File: src/rtl/fetch_pkg.sv
// Shared types for the fetch sequencing controller: address type, FSM states,
// request vector and the fixed request priority.
package fetch_pkg;

  localparam int unsigned ADDR_W = 8;

  typedef logic [ADDR_W-1:0] addr_t;

  localparam addr_t IRQ_VECTOR_DEFAULT = 8'hF0;

  typedef enum logic [2:0] {
    IDLE,
    LAUNCH,
    RUN,
    REDIRECT,
    HALTED
  } fetch_state_e;

  // One bit per sequencing request, already qualified by state.
  typedef struct packed {
    logic go;
    logic halt;
    logic irq;
    logic ret;
    logic br;
  } fetch_req_t;

  // Keep only the highest-priority request: go > halt > irq > ret > br.
  function automatic fetch_req_t req_priority(input fetch_req_t raw);
    fetch_req_t r;
    r = '0;
    if (raw.go)        r.go   = 1'b1;
    else if (raw.halt) r.halt = 1'b1;
    else if (raw.irq)  r.irq  = 1'b1;
    else if (raw.ret)  r.ret  = 1'b1;
    else if (raw.br)   r.br   = 1'b1;
    return r;
  endfunction

endpackage

File: src/rtl/fetch_target.sv
// Next fetch load address for the winning request (combinational).
module fetch_target
  import fetch_pkg::*;
#(
  parameter addr_t IRQ_VECTOR = IRQ_VECTOR_DEFAULT
) (
  input  fetch_req_t req,
  input  addr_t      pc,
  input  addr_t      br_offset,
  input  addr_t      epc,
  input  addr_t      boot_addr,
  output addr_t      next_address_c
);

  // Target mux; 8-bit adds wrap mod 256, so sign extension of the offset is implicit.
  always_comb begin
    next_address_c = boot_addr;
    if (req.go)        next_address_c = boot_addr;
    else if (req.halt) next_address_c = addr_t'(pc + addr_t'(1));
    else if (req.irq)  next_address_c = IRQ_VECTOR;
    else if (req.ret)  next_address_c = epc;
    else if (req.br)   next_address_c = addr_t'(pc + br_offset);
  end

endmodule

File: src/rtl/fetch_ctrl.sv
// Sequencing controller for the fetch PC unit: turns launch/halt/branch/
// interrupt/return requests into absolute start loads, tags live PCs and
// counts issued instructions.
// Optional feature macro: FETCH_CTRL_IRQ_EN (interrupt entry/return, EPC).
module fetch_ctrl
  import fetch_pkg::*;
#(
  parameter addr_t       IRQ_VECTOR = IRQ_VECTOR_DEFAULT,
  parameter int unsigned CNT_W      = 16
) (
  input  logic              clk,
  input  logic              reset_i,
  input  logic              go_i,
  input  logic [ADDR_W-1:0] boot_addr_i,
  input  logic [ADDR_W-1:0] pc_i,
  input  logic              br_req_i,
  input  logic [ADDR_W-1:0] br_offset_i,
  input  logic              halt_i,
  input  logic              irq_i,
  input  logic              ret_i,
  output logic              start_o,
  output logic [ADDR_W-1:0] start_address_o,
  output logic              valid_o,
  output logic              halted_o,
  output logic              in_irq_o,
  output logic [ADDR_W-1:0] epc_o,
  output logic [CNT_W-1:0]  instr_count_o
);

  localparam logic [CNT_W-1:0] CNT_MAX = '1;

  fetch_state_e state;
  fetch_req_t   raw_req;
  fetch_req_t   req;
  addr_t        next_address_c;
  addr_t        epc;
  logic         live;
  logic         irq_ok;
  logic         ret_ok;

  // Instruction-bound requests only act on a live (non-squashed) PC.
  assign live = (state == RUN) && valid_o;

`ifdef FETCH_CTRL_IRQ_EN
  logic  in_irq_q;
  addr_t epc_q;

  assign irq_ok   = irq_i & ~in_irq_q;
  assign ret_ok   = ret_i & in_irq_q;
  assign epc      = epc_q;
  assign in_irq_o = in_irq_q;
  assign epc_o    = epc_q;

  // Interrupt-active flag and resume address (no nesting).
  always_ff @(posedge clk) begin
    if (reset_i) begin
      in_irq_q <= 1'b0;
      epc_q    <= '0;
    end else if (req.go) begin
      in_irq_q <= 1'b0;
    end else if (req.irq) begin
      in_irq_q <= 1'b1;
      epc_q    <= (state == HALTED) ? start_address_o : addr_t'(pc_i + addr_t'(1));
    end else if (req.ret) begin
      in_irq_q <= 1'b0;
    end
  end
`else
  logic unused_irq;

  assign unused_irq = irq_i ^ ret_i;
  assign irq_ok     = 1'b0;
  assign ret_ok     = 1'b0;
  assign epc        = '0;
  assign in_irq_o   = 1'b0;
  assign epc_o      = '0;
`endif

  // Qualify raw inputs by state, then keep the single winning request.
  always_comb begin
    raw_req      = '0;
    raw_req.go   = go_i;
    raw_req.halt = halt_i & live;
    raw_req.irq  = irq_ok & (live | (state == HALTED));
    raw_req.ret  = ret_ok & live;
    raw_req.br   = br_req_i & live;
  end

  assign req = req_priority(raw_req);

  fetch_target #(
    .IRQ_VECTOR (IRQ_VECTOR)
  ) u_target (
    .req            (req),
    .pc             (pc_i),
    .br_offset      (br_offset_i),
    .epc            (epc),
    .boot_addr      (boot_addr_i),
    .next_address_c (next_address_c)
  );

  // Saturating count of live cycles; relaunch clears it.
  always_ff @(posedge clk) begin
    if (reset_i) begin
      instr_count_o <= '0;
    end else if (req.go) begin
      instr_count_o <= '0;
    end else if (valid_o && (instr_count_o != CNT_MAX)) begin
      instr_count_o <= instr_count_o + CNT_W'(1);
    end
  end

  // Sequencing FSM with registered fetch-load and status outputs.
  always_ff @(posedge clk) begin
    if (reset_i) begin
      state           <= IDLE;
      start_o         <= 1'b1;
      start_address_o <= '0;
      valid_o         <= 1'b0;
      halted_o        <= 1'b0;
    end else if (req.go) begin
      state           <= LAUNCH;
      start_o         <= 1'b1;
      start_address_o <= next_address_c;
      valid_o         <= 1'b0;
      halted_o        <= 1'b0;
    end else if (req.halt) begin
      state           <= HALTED;
      start_o         <= 1'b1;
      start_address_o <= next_address_c;
      valid_o         <= 1'b0;
      halted_o        <= 1'b1;
    end else if (req.irq || req.ret || req.br) begin
      state           <= REDIRECT;
      start_o         <= 1'b1;
      start_address_o <= next_address_c;
      valid_o         <= 1'b0;
      halted_o        <= 1'b0;
    end else begin
      case (state)
        IDLE: begin
          start_o  <= 1'b1;
          valid_o  <= 1'b0;
          halted_o <= 1'b0;
        end
        LAUNCH, REDIRECT, RUN: begin
          state    <= RUN;
          start_o  <= 1'b0;
          valid_o  <= 1'b1;
          halted_o <= 1'b0;
        end
        HALTED: begin
          start_o  <= 1'b1;
          valid_o  <= 1'b0;
          halted_o <= 1'b1;
        end
        default: begin
          state    <= IDLE;
          start_o  <= 1'b1;
          valid_o  <= 1'b0;
          halted_o <= 1'b0;
        end
      endcase
    end
  end

endmodule

File: config.mk
export PLATFORM = sky130hd
export DESIGN_NAME = fetch_ctrl
export DESIGN_NICKNAME = d
export VERILOG_FILES = /design/src/rtl/fetch_pkg.sv /design/src/rtl/fetch_target.sv /design/src/rtl/fetch_ctrl.sv
export SDC_FILE = /design/constraint.sdc
export NUM_CORES = 1
export LEC_CHECK = 0
export CORE_MARGIN = 2
export CORE_UTILIZATION = 41
export CTS_CLUSTER_SIZE = 25
export DETAILED_ROUTE_END_ITERATION = 10
export PLACE_DENSITY_LB_ADDON = 0.2
export SLEW_MARGIN = 40
export SYNTH_ARGS = -nofsm -noshare
export SYNTH_HDL_FRONTEND = slang
export SYNTH_SLANG_ARGS = --single-unit
export TNS_END_PERCENT = 100
File: constraint.sdc
create_clock -name clk -period 1.8 [get_ports clk]
set_input_delay 0.36 -clock clk [delete_from_list [all_inputs] [get_ports clk]]
set_output_delay 0.36 -clock clk [all_outputs]
set_load 0.1 [all_outputs]
-- Word-level counts from Yosys, hierarchy flattened
Cells that the tools add are included.
- register bits after elaboration: 30
- memory bits (read-only): 0
- memories: 0
- bits in latches: 0
- RAM bits: 0
- multiplexer cells: 22
- reductions and logical operators: 11
- bitwise operators: 2
- shift operators: 0
- order comparisons: 0
- add/sub/neg operators: 3
- equality and inequality tests: 8
- divide/modulo/power cells: 0
- multipliers: 0
- operators by type and width (operator ; count):
    $mux W8 ; 8
    $add A16 B1 Y16 const B ; 1
    $ne A16 B16 Y1 const B ; 1
    $mux W1 ; 10
    $add A8 B1 Y8 const B ; 1
    $add A8 B8 Y8 ; 1
    $eq A3 B2 Y1 const B ; 2
    $mux W3 ; 2
    $pmux W3 S2 ; 1
    $reduce_or A3 Y1 ; 2
    $mux W4 ; 1
    $ne A4 B1 Y1 const B ; 1
    $reduce_or A2 Y1 ; 2
    $reduce_or A4 Y1 ; 1
    $eq A3 B1 Y1 const B ; 1
    $eq A3 B3 Y1 const B ; 1
    $logic_not A3 Y1 ; 1
    $ne A3 B1 Y1 const B ; 1
    $reduce_bool A3 Y1 ; 1
    $and A1 B1 Y1 ; 2
    $logic_and A1 B1 Y1 ; 2
    $logic_or A1 B1 Y1 ; 2
    $ne A2 B1 Y1 const B ; 1

-- Longest topological paths before layout
Gate-level depths: netlist of run 1.
- depth in word-level cells: 14
- gate-level depth with buffers: 8
- gate-level depth less buffers: 8

-- Cells and area by module
A second synthesis of run 1 with hierarchy kept.
- cells, all modules: 282
- area, all modules: 2230.9 um^2
- modules (own cells, without submodules) (module ; seq. area each (um^2) ; instances ; area each (um^2) ; cells an instance):
    fetch_ctrl ; 600.6 ; 1 ; 1418.9 ; 165
    fetch_target ; 0.0 ; 1 ; 812.0 ; 117

-- Worst setup path before layout of run 1
Ideal clock, no wire load.
- path type: register -> register
- start point: reg instr_count_o[3]
- end point: reg instr_count_o[15]
- stages on the path, launching flop included: 7
- data required time: 1.683 ns
- data arrival time: 2.238 ns
- slack: -0.554 ns
- clock period less this slack: 2.354 ns
- path buffers: 1
- cells stage by stage: dfxtp_1 buf_2 nand4_2 nor3_4 and4bb_1 a31oi_1 a41o_1
- word-level cells in the longest chain between the ends: 2
- elaborated cells between the ends (all ways): 3
- those cells by class: add/sub (1); eq/ne (1); reduce/logical (1)
- ends and longest elaborated chain (element ; line ; source):
    from (decl) ; fetch_ctrl.sv:27 ; output logic [CNT_W-1:0] instr_count_o
    from (signal assigned) ; fetch_ctrl.sv:109 ; instr_count_o <= instr_count_o + CNT_W'(1);
    parallel branches: the longest is 2 deep, another holds $add A16 B1 Y16 ; - ;
Several ways; the timed one is not identified.
A chain may end at the register's enable or synchronous reset.

-- Worst setup path after layout of run 1
- start point: in pc_i[1]
- end point: reg start_address_o[4]
- word-level cells in the longest chain between the ends: 9
- elaborated cells between the ends (all ways): 10
- those cells by class: add/sub (2); mux (8)
- ends and longest elaborated chain (element ; line ; source):
    from (decl) ; fetch_ctrl.sv:15 ; input logic [ADDR_W-1:0] pc_i,
    $add A8 B8 Y8 ; fetch_target.sv:22 ; else if (req.br) next_address_c = addr_t'(pc + br_offset);
    $mux W8 ; fetch_target.sv:22 ;
    $mux W8 ; fetch_target.sv:21 ; else if (req.ret) next_address_c = epc;
    $mux W8 ; fetch_target.sv:20 ; else if (req.irq) next_address_c = IRQ_VECTOR;
    $mux W8 * ; fetch_target.sv:19 ; else if (req.halt) next_address_c = addr_t'(pc + addr_t'(1));
    $mux W8 * ; fetch_target.sv:18 ; if (req.go) next_address_c = boot_addr;
    $mux W8 ; fetch_ctrl.sv:133 ; end else if (req.irq || req.ret || req.br) begin
    $mux W8 ; fetch_ctrl.sv:127 ; end else if (req.halt) begin
    $mux W8 * ; fetch_ctrl.sv:121 ; end else if (req.go) begin
    to (signal assigned) ; fetch_ctrl.sv:124 ; start_address_o <= next_address_c;
    to (signal assigned) ; fetch_ctrl.sv:130 ; start_address_o <= next_address_c;
    to (signal assigned) ; fetch_ctrl.sv:136 ; start_address_o <= next_address_c;
    to (decl) ; fetch_ctrl.sv:22 ; output logic [ADDR_W-1:0] start_address_o,
Mark *: on every way between the ends. The rest lies on a longest branch, timed or not. The select of a mux whose other input is x is not followed.

==> results.toml, run 1 <==
[synthesis]
yosysMostFrequentCell = "dfxtp_1"
synth_area_leaders = "dfxtp_1 30%, xnor2_1 6.7%, ha_1 5.7%"
syn_avg_cell_area_um2 = 8.32
ys_types = 55
ys_warn_count = 0
ys_async_sr_fraction_pct = 0
synth_area_mm2 = 0.00197
ys_seq_elements = 30
synth_top_area_share_pct = 30.5
ys_seq_area_share_pct = 30.5
synth_top_flop_cell = "dfxtp_1"
syn_inst = 237
synth_enable_flop_cells = 0
synthTopCellsByCount = "30 x dfxtp_1, 27 x nor2_1, 16 x a21oi_1, 16 x nand2_1, 15 x xnor2_1"
yosysTopAreaCell = "dfxtp_1"

[critical_path]
r2r_setup_slack_ps = 170
cp-end-kind = "register"
timing.rr.end = "instr_count_o[4]"
cp-start-kind = "input port"
r2r_cells = 6
path_class = "input port to register"
required_ps = 1990
rr_startpoint = "instr_count_o[0]"
critical_path_arrival_ps = 1940
crit_fanout = 3

[layout]
final_nets = 365
drive_above_1_share_pct = 36.3
area_growth_pct = 65.2
multi_input_area_mm2 = 0.00133
n_antenna_cell = 0
n_fill_cell = 366
final-seq-area_um2 = 637

[clocking]
holdBufCountCts = 0
clk_pin_slew_ps = 60
cts_num_sinks = 30
clock_latency_ps = 290
root_buffer = "clkbuf_8"
cts_tree = "yes"
cts_max_level = 2
cts_buffers = 5
clockBufferDepth = 2

[floorplanning]
start_util_pct = 42.0
ios = 67
row_count = 25
die_w_um = 73.4
coreArea_mm2 = 0.00469
dieArea_mm2 = 0.00538
die_h_um = 73.4

[hold_path]
worstHoldStart = "instr_count_o[11]"
min_to = "instr_count_o[11]"
hold_path_depth = 1
hold_class = "register to register"

[pwr]
switching_share_pct = 33.6
ir_worst_vdd_mv = 0.300
intPower_w = 0.00122
p_switching_w = 0.000618
clock_power_share_pct = 31.0
p_comb_share_pct = 31.5
power_leakage_nw = 1.35
power_frac_seq_pct = 37.5
powerDensity_mw_per_mm2 = 565

[sta]
fmax_mhz = 571
layout_min_cycle_time_ps = 1750
whs_ps = 496
hold_violations = 0
clock-skew-final_ps = 6.66
setup_violations = 0
setup_slack_ps = 49.1
fin_crit_sh_pct = 97.3
drv_slew = 0

[detailed_routing]
totalWireLength_um = 5290
via_per_inst = 5.33
drt_iter0_drc = 71
drt_pass1_iterations = 4
via_count = 2019
wire_per_inst_um = 14.0
drc_errors = 0
ant_nets = 0

[grt]
grt-ovfl-total = 0
first_global_vias = 1839
grt_pass1_wl_um = 8590
grt_antenna_before_repair = 0
grt_max_degree = 12
grt_usage_pct = 20.6

[status]
status = "complete, no violations"

[placement]
post-dp-hpwl_um = 4060
portBuffers = 55
routabilityCongestion = 0.850
pre_cts_ws_ps = -607

[job]
maxCapViolations = 0
==> power by group through the flow <==
stage	combinational [W]	clock [W]	sequential (W)
after floorplan	0.000249	0	0.000796
after global placement	0.000544	0	0.000704
after global routing	0.000613	0.000607	0.000691
after detailed placement	0.000549	0	0.000704
final	0.000580	0.000569	0.000690
after CTS	0.000565	0.000578	0.000690
==> worst max-delay path by stage <==
stage	to	start	cells past startpoint	slack [ps]
2_1_floorplan	instr_count_o[15]	instr_count_o[3]	6	-0.5
3_3_place_gp	start_address_o[4]	pc_i[0]	9	-520
3_5_place_dp	start_address_o[4]	pc_i[0]	9	-610
4_1_cts	start_address_o[4]	pc_i[2]	7	2
5_1_grt	start_address_o[4]	pc_i[1]	8	-20
6_report	start_address_o[4]	pc_i[1]	8	50
==> cells in the final DEF (no fill, tap or decap), types with 6 or more instances in the layout <==
| cell | Yosys | layout |
|---|---|---|
| buf_12 | 0 | 27 |
| inv_1 | 12 | 10 |
| nand3_1 | 11 | 11 |
| clkdlybuf4s50_1 | 0 | 18 |
| dfxtp_2 | 0 | 11 |
| buf_4 | 10 | 35 |
| a211oi_1 | 8 | 6 |
| xnor2_1 | 15 | 15 |
| dlymetal6s2s_1 | 0 | 7 |
| nor2_1 | 27 | 26 |
| clkbuf_8 | 0 | 6 |
| o21ai_0 | 9 | 8 |
| conb_1 | 1 | 9 |
| dfxtp_4 | 0 | 6 |
| nand2_1 | 16 | 16 |
| dfxtp_1 | 30 | 13 |
| a21oi_1 | 16 | 15 |
==> metal layers <==
layer | up-vias | GRT usage (%) | part of all wire [%]
met2 | 66 | 33.5 | 49
met4 | 0 | 6.67 | 2.0
met3 | 10 | 4.80 | 4.6
met5 | - | 0 | 0
met1 | 935 | 26.9 | 45
li1 | 1008 | - | -
==> state kept, by name (all words and copies together), names as in the netlist <==
name	flops
halted_o	1
instr_count_o	16
start_address_o	8
start_o	1
state	3
valid_o	1
==> final cells by class <==
cell class                      count  share of cell area (%)
Clock buffer                        7                    2.65
Timing Repair Buffer               90                    33.5
Inverter                           12                    1.38
Clock inverter                      1                   0.154
Sequential cell                    30                    19.6
Tap cell                           54                    2.07
Multi-Input combinational cell    185                    40.7
==> through the flow <==
| step | TNS (ps) | instances | utilization [%] | total power (W) | instance area (um2) |
|---|---|---|---|---|---|
| finish | 0 | 379 | 69.4 | 0.00184 | 3260 |
| global route | -17.2 | 379 | 69.4 | 0.00191 | 3260 |
| CTS | 0 | 378 | 68.3 | 0.00183 | 3210 |
| detailed placement | -2890 | 370 | 65.5 | 0.00125 | 3070 |
| global placement | -2510 | 370 | 65.5 | 0.00125 | 3070 |
| floorplan | -0.452 | 245 | - | 0.00105 | 2040 |
==> worst max-delay path, cell delays in order <==
cell,delay [ps]
dlygate4sd2_1,270
inv_2,70
fa_2,230
nor2b_4,50
o31a_1,310
a211oi_2,250
nor3_2,80
a2111oi_2,320
==> logic make-up (layout without fill, tap and decap cells) <==
logic type | after synthesis | after routing | synth area share, %
compound gates | 62 | 62 | 22.5
xor+xnor | 18 | 18 | 8.00
fa+ha+maj | 10 | 10 | 6.73
buf+inv | 30 | 110 | 7.93
flops | 30 | 30 | 30.5
mux | 2 | 2 | 1.02
other cells | 1 | 9 | 0.190
simple gates | 84 | 84 | 23.2
==> repair_timing <==
action                                  4_1_cts  5_1_grt
endpoints found under the setup margin        7        6
gates resized for setup                      13       17
pin swaps                                    12        8
endpoints found under the hold margin         0        0
buffers inserted                              0        1
(Power assumes the default switching activity.)
==> run 2: changes to the inputs <==
--- a/config.mk
+++ b/config.mk
@@ -5,6 +5,7 @@
 export SDC_FILE = /design/constraint.sdc
 export NUM_CORES = 1
 export LEC_CHECK = 0
+export ABC_CLOCK_PERIOD_IN_PS = 1800
 export CORE_MARGIN = 2
 export CORE_UTILIZATION = 41
 export CTS_CLUSTER_SIZE = 25
==> results of run 2 <==
The final DEF is identical to that of run 1; final timing and power are the same.
==> run 3: changes to the inputs <==
--- a/config.mk
+++ b/config.mk
@@ -6,13 +6,15 @@
 export NUM_CORES = 1
 export LEC_CHECK = 0
 export ABC_CLOCK_PERIOD_IN_PS = 1800
+export CAP_MARGIN = 25
 export CORE_MARGIN = 2
-export CORE_UTILIZATION = 41
+export CORE_UTILIZATION = 43
 export CTS_CLUSTER_SIZE = 25
 export DETAILED_ROUTE_END_ITERATION = 10
 export PLACE_DENSITY_LB_ADDON = 0.2
 export SLEW_MARGIN = 40
 export SYNTH_ARGS = -nofsm -noshare
 export SYNTH_HDL_FRONTEND = slang
+export SYNTH_HIERARCHICAL = 1
 export SYNTH_SLANG_ARGS = --single-unit
 export TNS_END_PERCENT = 100
==> run 3 against run 2 <==
- the flow now finishes with violations (negative setup slack)
- via count is 30% higher
- global-route usage grew 3.2 points
- highest routed layer unchanged
- combinational power rose by 21%
- total power grew 12%
- non-clock buffer count is 22 higher
- critical path type is now register to register
- clock skew rose by 4.8 ps
- critical path depth increased by 1
- final cell count grew 25%
- largest cell class unchanged
- clock-buffer cell count down 2
- core utilization grew 9.1 points
- critical endpoint is now start_address_o[6]
- sequential power is 1% lower
==> results.toml, run 3 <==
[synthesis]
syn_inst = 282
synth_area_mm2 = 0.00223
ys_async_sr_fraction_pct = 0
syn_avg_cell_area_um2 = 7.91
ys_seq_elements = 30
synth_area_leaders = "dfxtp_1 27%, mux2i_1 5.8%, ha_1 5.0%"
synth_top_area_share_pct = 26.9
synth_enable_flop_cells = 0
ys_seq_area_share_pct = 26.9
synthTopCellsByCount = "30 x dfxtp_1, 22 x nor2_1, 20 x a21oi_1"
ys_types = 58
yosysTopAreaCell = "dfxtp_1"
yosysMostFrequentCell = "dfxtp_1"
synth_top_flop_cell = "dfxtp_1"
ys_warn_count = 6

[layout]
n_fill_cell = 354
final_cell_mix = "52 x buf_4, 28 x buf_12, 21 x nor2_1, 21 x conb_1"
final_common_cell = "buf_4"
drive_above_1_share_pct = 37.3
reg.largest.list = "instr_count_o (16), start_address_o (8), state (3)"
final_cells = 472
final_nets = 442
n_antenna_cell = 0
area_growth_pct = 77.4
largest_reg_flops = 16
top_register = "instr_count_o"
fin_util_pct = 78.5

[grt]
grt-ovfl-total = 0
grt_max_degree = 18
first_global_vias = 2529
grt_antenna_before_repair = 0
grt_usage_pct = 23.8
grt_pass1_wl_um = 11500

[clocking]
cts_tree = "yes"
clockBufferDepth = 2
cts_buffers = 5
clk_pin_slew_ps = 70
holdBufCountCts = 0
cts_num_sinks = 30
clock_latency_ps = 280
cts_max_level = 2
root_buffer = "clkbuf_8"

[placement]
portBuffers = 55
pre_cts_ws_ps = -669
dp.cells = 456
routabilityCongestion = 0.889
post-dp-hpwl_um = 5180

[critical_path]
cp-start-kind = "register"
path_class = "register to register"
cp-end-kind = "register"
required_ps = 1980
crit_fanout = 4
critical_path_arrival_ps = 2280

[sta]
setup_tns_ps = -1540
drv_slew = 0
setup_violations = 8
fmax_mhz = 476
hold_violations = 0
clock-skew-final_ps = 11.4
rsz0062_at_grt = "true"
fin_crit_sh_pct = 117
layout_min_cycle_time_ps = 2100
whs_ps = 393
setup_slack_ps = -301

[detailed_routing]
wire_per_inst_um = 14.7
via_per_inst = 5.57
ant_nets = 0
drt_iter0_drc = 105
totalWireLength_um = 6930
via_count = 2631
drt_pass1_iterations = 5
drc_errors = 0

[job]
maxCapViolations = 0

[floorplanning]
coreArea_mm2 = 0.00504
die_h_um = 76.0
dieArea_mm2 = 0.00578
ios = 67
die_w_um = 76.0
row_count = 26
start_util_pct = 44.2

[pwr]
powerDensity_mw_per_mm2 = 519
ir_worst_vdd_mv = 0.275
power_leakage_nw = 1.56

[status]
status = "finished, violations left"
violations = "negative setup slack"

[hold_path]
hold_class = "input port to register"
run 3: cell count changes after synthesis, sizes merged, moves of 6 or more:
cell and delta:
clkbuf +6, mux2i +11, o31ai +7, or3 +8, or4 +7, xnor2 -11
run 3: where the power goes:
group          total (W)  internal (W)  switching, W
Combinational   0.000702      0.000298      0.000404
Sequential      0.000680      0.000661     0.0000185
Clock           0.000671      0.000407      0.000264
run 3: layout make-up:
class	count	area, um2	share of cell area (%)
inverter	11	41.3	1.04
clock buffer	5	68.8	1.74
timing repair buffer	112	1270	32.2
multi-input combinational	241	1790	45.2
sequential	30	656	16.6
clock inverter	3	40.0	1.01
tap	70	87.6	2.21
run 3: worst paths after layout:
kind,startpoint,endpoint,slack (ps),cells past startpoint
worst max register to register,state[2],start_address_o[6],-300,9
worst max-delay path,state[2],start_address_o[6],-300,9
worst min register to register,instr_count_o[15],instr_count_o[15],520,2
worst min-delay path,br_req_i,state[0],390,3
run 3: metrics by stage:
| step | instance area [um2] | total power [W] |
|---|---|---|
| 2_1_floorplan | 2430 | 0.00108 |
| 3_3_place_gp | 3600 | 0.00132 |
| 3_5_place_dp | 3600 | 0.00133 |
| 4_1_cts | 3820 | 0.00202 |
| 5_1_grt | 3960 | 0.00214 |
| 6_report | 3960 | 0.00205 |
run 3: logic make-up (layout without fill, tap and decap cells):
| kind of cell | Yosys count | count (layout) | synth area share [%] |
|---|---|---|---|
| simple gates | 108 | 108 | 26.8 |
| compound gates | 83 | 83 | 25.1 |
| buf+inv | 31 | 131 | 6.84 |
| flops | 30 | 30 | 26.9 |
| mux | 13 | 13 | 5.83 |
| fa+ha+maj | 10 | 10 | 5.95 |
| xor+xnor | 6 | 6 | 2.36 |
| other cells | 1 | 21 | 0.168 |
run 3: what timing repair did:
| action | CTS | global route |
|---|---|---|
| resized for setup | 32 | 17 |
| setup buffers | 3 | 5 |
| pin swaps | 13 | 12 |
| endpoints found under the setup margin | 9 | 15 |
run 3: per-layer routing:
metal	track usage [%]	vias to the layer above	wire length (um)
met5	0	-	0
met1	27.4	1259	2730
met3	2.49	13	270
li1	-	1275	-
met2	45.3	84	3820
met4	8.55	0	102
run 3: critical path, cell delays in order, from the launching register on:
cell,delay [ps]
dfxtp_2,340
and4bb_2,250
buf_4,140
nor3b_4,160
or3_4,390
a21o_1,160
a211oi_1,220
a222oi_1,130
mux2i_1,150
nor2_1,50
